**src/rtl/gpu_bg_pkg.sv**
```systemverilog
`default_nettype none
// ============================================================================
//  Module  : gpu_bg_pkg
//  Purpose : Shared types and constants for the BG cache-line block mover.
//            The FSM state encoding, block geometry and the per-beat
//            byte-enable helper live here.
//  Rev     : 1.0  initial release
// ============================================================================
package gpu_bg_pkg;

  localparam int BG_BLOCK_BITS = 256;  // 16 pixels x 16 bits
  localparam int BG_BEATS      = 8;    // 32-bit words per block
  localparam int BG_ADR_W      = 15;   // block address {Y[8:0], X[9:4]}

  typedef enum logic [2:0] {
    ST_IDLE      = 3'd0,
    ST_SAVE      = 3'd1,
    ST_LOAD_CMD  = 3'd2,
    ST_LOAD_WAIT = 3'd3,
    ST_DONE      = 3'd4
  } bgState_e;

  // Each 32-bit beat holds two pixels; each pixel mask bit covers two bytes.
  function automatic logic [3:0] beat_byte_en(input logic [15:0] mask,
                                              input logic [2:0]  k);
    logic lo;
    logic hi;
    lo = mask[{k, 1'b0}];
    hi = mask[{k, 1'b1}];
    return {hi, hi, lo, lo};
  endfunction

endpackage
`default_nettype wire

```
**src/rtl/gpu_bg_read_assembler.sv**
```systemverilog
`default_nettype none
// ============================================================================
//  Module  : gpu_bg_read_assembler
//  Purpose : Collects in-order 32-bit read beats into a 256-bit block.
//  Ports   : clk, i_rst      clock / synchronous active-high reset
//            i_clear         restart assembly (start of a load)
//            i_capture       a read beat is present on i_rdData
//            i_rdData        read data word
//            o_block         assembled block, word n at bits [32n+31:32n]
//            o_lastBeat      the current capture is the 8th beat
//  Rev     : 1.0  initial release
// ============================================================================
module gpu_bg_read_assembler
  import gpu_bg_pkg::*;
(
  input  logic                     clk,
  input  logic                     i_rst,
  input  logic                     i_clear,
  input  logic                     i_capture,
  input  logic [31:0]              i_rdData,
  output logic [BG_BLOCK_BITS-1:0] o_block,
  output logic                     o_lastBeat
);

  logic [3:0]               r_count;
  logic                     r_full;
  logic [BG_BLOCK_BITS-1:0] r_block;
  logic                     w_take;

  // Once full, surplus beats are dropped so a 9th beat can never overwrite word 0.
  assign w_take     = i_capture & ~r_full;
  assign o_lastBeat = w_take & (r_count == 4'd7);
  assign o_block    = r_block;

  always_ff @(posedge clk) begin
    if (i_rst) begin
      r_count <= '0;
      r_full  <= 1'b0;
      r_block <= '0;
    end else if (i_clear) begin
      r_count <= '0;
      r_full  <= 1'b0;
      r_block <= '0;
    end else if (w_take) begin
      r_block[{r_count[2:0], 5'd0} +: 32] <= i_rdData;
      r_count <= r_count + 4'd1;
      if (r_count == 4'd7) r_full <= 1'b1;
    end
  end

endmodule
`default_nettype wire

```
**src/rtl/gpu_bg_block_mover.sv**
```systemverilog
`default_nettype none
// ============================================================================
//  Module  : gpu_bg_block_mover
//  Purpose : Writes the dirty halfwords of an exported BG block back to VRAM
//            and fetches the next block, returning it with a 1-clock pulse.
//  Ports   : clk, i_rst                      clock / sync active-high reset
//            i_req, i_doSave, i_doLoad       request strobe and its operations
//            i_saveAdr, i_loadAdr            block addresses
//            i_exportedBGBlock/MSKBGBlock    block data and pixel write mask
//            o_busy, o_done                  request status
//            o_importBGBlockSingleClock,
//            o_importedBGBlock               fetched block and its valid pulse
//            o_mem*/i_mem*                   32-bit word bus to the arbiter
//  Rev     : 1.0  initial release
// ============================================================================
module gpu_bg_block_mover
  import gpu_bg_pkg::*;
#(
  parameter int ADR_W            = 18,
  parameter bit SKIP_EMPTY_BEATS = 1'b1
) (
  input  logic                     clk,
  input  logic                     i_rst,
  input  logic                     i_req,
  input  logic                     i_doSave,
  input  logic                     i_doLoad,
  input  logic [BG_ADR_W-1:0]      i_saveAdr,
  input  logic [BG_ADR_W-1:0]      i_loadAdr,
  input  logic [BG_BLOCK_BITS-1:0] i_exportedBGBlock,
  input  logic [15:0]              i_exportedMSKBGBlock,
  output logic                     o_busy,
  output logic                     o_done,
  output logic                     o_importBGBlockSingleClock,
  output logic [BG_BLOCK_BITS-1:0] o_importedBGBlock,
  output logic                     o_memCmdValid,
  input  logic                     i_memCmdReady,
  output logic                     o_memWrite,
  output logic [ADR_W-1:0]         o_memAdr,
  output logic [31:0]              o_memWrData,
  output logic [3:0]               o_memByteEn,
  input  logic                     i_memRdValid,
  input  logic [31:0]              i_memRdData
);

  bgState_e                 r_state;
  bgState_e                 w_nextState;
  logic                     r_doLoad;
  logic                     r_emptyDone;
  logic [BG_ADR_W-1:0]      r_saveAdr;
  logic [BG_ADR_W-1:0]      r_loadAdr;
  logic [BG_BLOCK_BITS-1:0] r_blk;
  logic [15:0]              r_mask;
  logic [BG_BEATS-1:0]      r_pend;      // save beats still to be written
  logic [2:0]               r_beat;      // load command index
  logic [BG_BEATS-1:0]      w_pendInit;
  logic [BG_BEATS-1:0]      w_pendNext;
  logic [2:0]               w_curBeat;
  logic                     w_accept;
  logic                     w_loadStart;
  logic                     w_capture;
  logic                     w_lastBeat;
  logic                     w_isSave;
  logic                     w_isLoad;
  logic [2:0]               w_beat;
  logic [BG_ADR_W-1:0]      w_blkAdr;

  // Empty beats are removed up front, so the save walk jumps straight to the
  // next dirty beat without spending a cycle on the skipped ones.
  always_comb begin
    w_pendInit = '0;
    for (int k = 0; k < BG_BEATS; k++) begin
      w_pendInit[k] = !SKIP_EMPTY_BEATS ||
                      (beat_byte_en(i_exportedMSKBGBlock, 3'(k)) != 4'd0);
    end
  end

  always_comb begin
    w_curBeat = 3'd0;
    for (int k = BG_BEATS - 1; k >= 0; k--) begin
      if (r_pend[k]) w_curBeat = 3'(k);
    end
  end

  assign w_pendNext = r_pend & ~(BG_BEATS'(1) << w_curBeat);

  always_comb begin
    w_nextState = r_state;
    w_accept    = 1'b0;
    case (r_state)
      ST_IDLE: begin
        if (i_req) begin
          w_accept = 1'b1;
          if (i_doSave && (i_exportedMSKBGBlock != 16'd0)) w_nextState = ST_SAVE;
          else if (i_doLoad)                              w_nextState = ST_LOAD_CMD;
        end
      end
      ST_SAVE: begin
        if (i_memCmdReady && (w_pendNext == '0))
          w_nextState = r_doLoad ? ST_LOAD_CMD : ST_DONE;
      end
      ST_LOAD_CMD: begin
        if (i_memCmdReady && (r_beat == 3'd7))
          w_nextState = w_lastBeat ? ST_DONE : ST_LOAD_WAIT;
      end
      ST_LOAD_WAIT: begin
        if (w_lastBeat) w_nextState = ST_DONE;
      end
      ST_DONE:  w_nextState = ST_IDLE;
      default:  w_nextState = ST_IDLE;
    endcase
  end

  assign w_loadStart = (w_nextState == ST_LOAD_CMD) && (r_state != ST_LOAD_CMD);
  assign w_capture   = i_memRdValid &&
                       ((r_state == ST_LOAD_CMD) || (r_state == ST_LOAD_WAIT));

  gpu_bg_read_assembler u_asm (
    .clk        (clk),
    .i_rst      (i_rst),
    .i_clear    (w_loadStart),
    .i_capture  (w_capture),
    .i_rdData   (i_memRdData),
    .o_block    (o_importedBGBlock),
    .o_lastBeat (w_lastBeat)
  );

  always_ff @(posedge clk) begin
    if (i_rst) begin
      r_state     <= ST_IDLE;
      r_doLoad    <= 1'b0;
      r_emptyDone <= 1'b0;
      r_saveAdr   <= '0;
      r_loadAdr   <= '0;
      r_blk       <= '0;
      r_mask      <= '0;
      r_pend      <= '0;
      r_beat      <= '0;
    end else begin
      r_state     <= w_nextState;
      // A request with nothing to do completes without ever leaving IDLE.
      r_emptyDone <= w_accept && (w_nextState == ST_IDLE);
      if (w_accept) begin
        r_doLoad  <= i_doLoad;
        r_saveAdr <= i_saveAdr;
        r_loadAdr <= i_loadAdr;
        r_blk     <= i_exportedBGBlock;
        r_mask    <= i_exportedMSKBGBlock;
        r_pend    <= w_pendInit;
      end else if ((r_state == ST_SAVE) && i_memCmdReady) begin
        r_pend    <= w_pendNext;
      end
      if (w_loadStart)
        r_beat <= '0;
      else if ((r_state == ST_LOAD_CMD) && i_memCmdReady)
        r_beat <= r_beat + 3'd1;
    end
  end

  assign w_isSave = (r_state == ST_SAVE);
  assign w_isLoad = (r_state == ST_LOAD_CMD);
  assign w_beat   = w_isSave ? w_curBeat : r_beat;
  assign w_blkAdr = w_isSave ? r_saveAdr : r_loadAdr;

  assign o_busy                     = (r_state != ST_IDLE);
  assign o_done                     = (r_state == ST_DONE) | r_emptyDone;
  assign o_importBGBlockSingleClock = (r_state == ST_DONE) & r_doLoad;
  assign o_memCmdValid              = w_isSave | w_isLoad;
  assign o_memWrite                 = w_isSave;
  assign o_memAdr    = o_memCmdValid ? ADR_W'({w_blkAdr, w_beat}) : '0;
  assign o_memWrData = w_isSave ? r_blk[{w_curBeat, 5'd0} +: 32] : 32'd0;
  assign o_memByteEn = w_isSave ? beat_byte_en(r_mask, w_curBeat) : 4'd0;

`ifndef SYNTHESIS
  // The backend must wait for o_busy to drop; a request now is dropped.
  a_noReqWhileBusy : assert property (@(posedge clk) disable iff (i_rst)
    !(i_req && o_busy))
    else $warning("gpu_bg_block_mover: i_req ignored while busy");
`endif

endmodule
`default_nettype wire
```
**config.mk**
```make
export PLATFORM = sky130hd
export DESIGN_NAME = gpu_bg_block_mover
export DESIGN_NICKNAME = d
export VERILOG_FILES = /design/src/rtl/gpu_bg_pkg.sv /design/src/rtl/gpu_bg_read_assembler.sv /design/src/rtl/gpu_bg_block_mover.sv
export SDC_FILE = /design/constraint.sdc
export NUM_CORES = 1
export LEC_CHECK = 0
export ABC_CLOCK_PERIOD_IN_PS = 7100
export CORE_UTILIZATION = 30
export CTS_BUF_LIST = sky130_fd_sc_hd__clkbuf_4
export CTS_CLUSTER_SIZE = 12
export DETAILED_ROUTE_END_ITERATION = 7
export PLACE_DENSITY_LB_ADDON = 0.1
export SLEW_MARGIN = 20
export SYNTH_ARGS = -nofsm -noshare
export SYNTH_HDL_FRONTEND = slang
export SYNTH_SLANG_ARGS = --single-unit
```
**constraint.sdc**
```tcl
create_clock -name clk -period 7.1 [get_ports clk]
set_clock_uncertainty 0.2 [all_clocks]
set_input_delay 0.71 -clock clk [delete_from_list [all_inputs] [get_ports clk]]
set_output_delay 0.71 -clock clk [all_outputs]
set_load 0.005 [all_outputs]
```
==> impl_metrics.json <==
{
  "dr.pass1.iters": 5,
  "fp.dieArea_sq_mm": 0.0816,
  "mostFrequentLayoutCell": "nand2_1",
  "critPathRequiredTime_ns": 6.19,
  "synth_top_area_cell": "dfxtp_1",
  "cts-root-buf": "clkbuf_4",
  "ys_warn_count": 0,
  "cp-start-kind": "flop",
  "path_cells": "nor2_1 -> o31ai_1 -> nor2_1 -> a21oi_4 -> buf_4 -> o221ai_1 -> a21oi_1 -> clkdlybuf4s50_1",
  "drv_slew": 0,
  "synth_area_sq_mm": 0.0241,
  "cellPowerDensity_mw_per_mm2": 232,
  "final_nets": 3971,
  "rsz0062_at_grt": "false",
  "grt_max_degree": 199,
  "fin_tns_setup_ns": 0,
  "avgSynthCellArea_sq_um": 8.36,
  "synth_flop_cell": "dfxtp_1",
  "yosysSeqAreaShare_pct": 48.0,
  "antenna_found_initial": 17,
  "worstPathArrival_ns": 4.91,
  "mostFrequentLayoutCells": "nand2_1 (720), clkdlybuf4s50_1 (654), dfxtp_1 (579)",
  "htreeDepth": 4,
  "syn_to_final_growth_pct": 45.4,
  "synth_cells": 2888,
  "slowest_delay_ns": 0.88,
  "worst_slew_pin_slew_ns": 1.11,
  "fin_cells": 4795,
  "fin_ws_ns": 1.28,
  "yosysUniqueCellTypes": 48,
  "hold_class": "input port to flop",
  "post-place-cells": 4326,
  "dp_hpwl_um": 74500,
  "ir_drop_mv": 0.150,
  "die_w_um": 286,
  "crit_path_end_kind": "primary output",
  "drtIter0Drc": 1698,
  "setup_viol": 0,
  "cts_tree": "built",
  "port_buffers": 655,
  "globalplace.congestion": 1.13,
  "max_cap_violations": 0,
  "grt_overflow": 0,
  "avgViaCountPerCell": 5.14,
  "cp_max_fo": 37,
  "leakagePower_nw": 12.2,
  "cts_resized": 0,
  "cts.path.max_buffers": 3,
  "syn_nets": 3234,
  "drt_wl_total_um": 108000,
  "fmax_ghz": 0.172,
  "cts.sinks": 579,
  "synth-edff-count": 0,
  "power_mw": 8.14,
  "synth-seq-cells": 579,
  "async_flop_share_pct": 0,
  "finalCritPeriodShare_pct": 81.9,
  "wire_per_inst_um": 22.5,
  "period_minus_slack_ns": 5.82,
  "ant_nets": 0,
  "rows": 103,
  "cts_inserted_buffers": 167,
  "grt_pass1_vias": 24600,
  "drc": 0,
  "drive_gt1_share_pct": 10.2,
  "synth_area_leaders": "dfxtp_1 (48%), nand2_1 (11%), a21oi_1 (9.1%)",
  "post_cts_buffers": 0,
  "slowest_stage": "a21oi_4",
  "fin_util_pct": 44.3,
  "pin_count": 656,
  "worstSkewPairLatency_ns": 0.98,
  "path_common_cell": "nor2_1",
  "hold_violations": 0,
  "clk_pin_slew_worst_paths_ns": 0.07,
  "track_usage_pct": 25.6,
  "grt_pass1_wl_um": 158000,
  "synthDominantCellAreaShare_pct": 48.0,
  "pre_cts_ws_ns": 2.38,
  "start_util_pct": 30.4,
  "criticalPathCategory": "flop to primary output",
  "die_y_um": 286,
  "relSlewSlack_pct": 26.0,
  "core_area_sq_mm": 0.0793,
  "dr_total_vias": 24600,
  "status": "finished, final reports clean"
}
[sequential cells by signal, summed over array words and instances, names as in the netlist]
| signal | cells |
|---|---|
| r_beat | 3 |
| r_blk | 256 |
| r_doLoad | 1 |
| r_emptyDone | 1 |
| r_loadAdr | 15 |
| r_mask | 16 |
| r_pend | 8 |
| r_saveAdr | 15 |
| r_state | 3 |
| u_asm.o_block | 256 |
| u_asm.r_count | 4 |
| u_asm.r_full | 1 |
[area by class of cell]
type	count	area (sq um)
multi-input cells	2004	11400
flip-flops and latches	579	11600
clock buffers	247	1850
fillers	7936	44200
inverters	7	26.3
diodes	10	25.0
repair buffers	866	8670
well taps	1050	1310
clock inverters	32	239
[where the power goes]
part,internal [mW],switching [mW]
registers,3.39,0.100
logic,0.578,0.900
clock network,1.69,1.48
[synthesized netlist by cell type (4+ instances only)]
cell type,instances
o21ai_0,9
buf_2,13
a211oi_1,215
clkbuf_1,249
nand3_1,22
a22o_1,16
inv_1,7
dfxtp_1,579
mux2i_1,127
nor3_1,4
o21a_1,34
a21oi_1,440
nand2_1,722
a221oi_1,49
nor4_1,5
nor2_1,173
nand4_1,5
buf_4,28
mux2_2,67
o221ai_1,67
buf_1,8
o211ai_1,5
ha_1,5
[layer usage]
layer | track usage (%) | up-vias | share of wire (%)
met5 | 0 | - | 0.13
met4 | 14.1 | 22 | 5.3
met3 | 6.93 | 228 | 6.7
met2 | 44.6 | 890 | 50
met1 | 28.2 | 11800 | 38
li1 | - | 11700 | -
[timing repair]
item / in CTS / in global routing
hold buffers: 180 / 0
endpoints found under the hold margin: 174 / 0
setup endpoints to repair: 0 / 0
[worst paths after layout]
path	start	end	slack [ns]	depth (start not counted)
max	r_pend[6]	o_memByteEn[2]	1.28	8
min reg2reg	r_blk[109]	r_blk[109]	0.25	2
max reg2reg	u_asm.r_count[0]	u_asm.o_block[224]	2.71	8
min	i_rst	u_asm.o_block[218]	0.07	2
[worst max-delay path, delay by kind of cell, from the launching register on]
kind,cells,cell delay [ns]
compound gates,4,1.99
simple gates,2,0.27
flops,1,0.43
buf+inv,2,1.17
[through the flow]
stage	instance area [sq um]	hold slack [ns]
2_1_floorplan	24100	0.232
3_3_place_gp	31200	0.238
3_5_place_dp	31200	0.243
4_1_cts	35100	0.000164
5_1_grt	35100	0.0349
6_report	35100	0.0730
[kinds of logic (layout without fill, tap and decap cells)]
family                   count (synthesis)  in the layout  synth area share [%]
AND/OR/NAND/NOR                        953            953                  15.4
AO/OA/AOI/OAI                          847            847                  22.4
flip-flops                             579            579                  48.0
buffers and inverters                  305           1152                  5.25
multiplexers                           194            194                  8.39
adder cells (fa/ha/maj)                  7              7                 0.342
XOR/XNOR                                 3              3                 0.109
other                                    0             10                     0
Note: power is estimated with default switching activity, not from simulation.
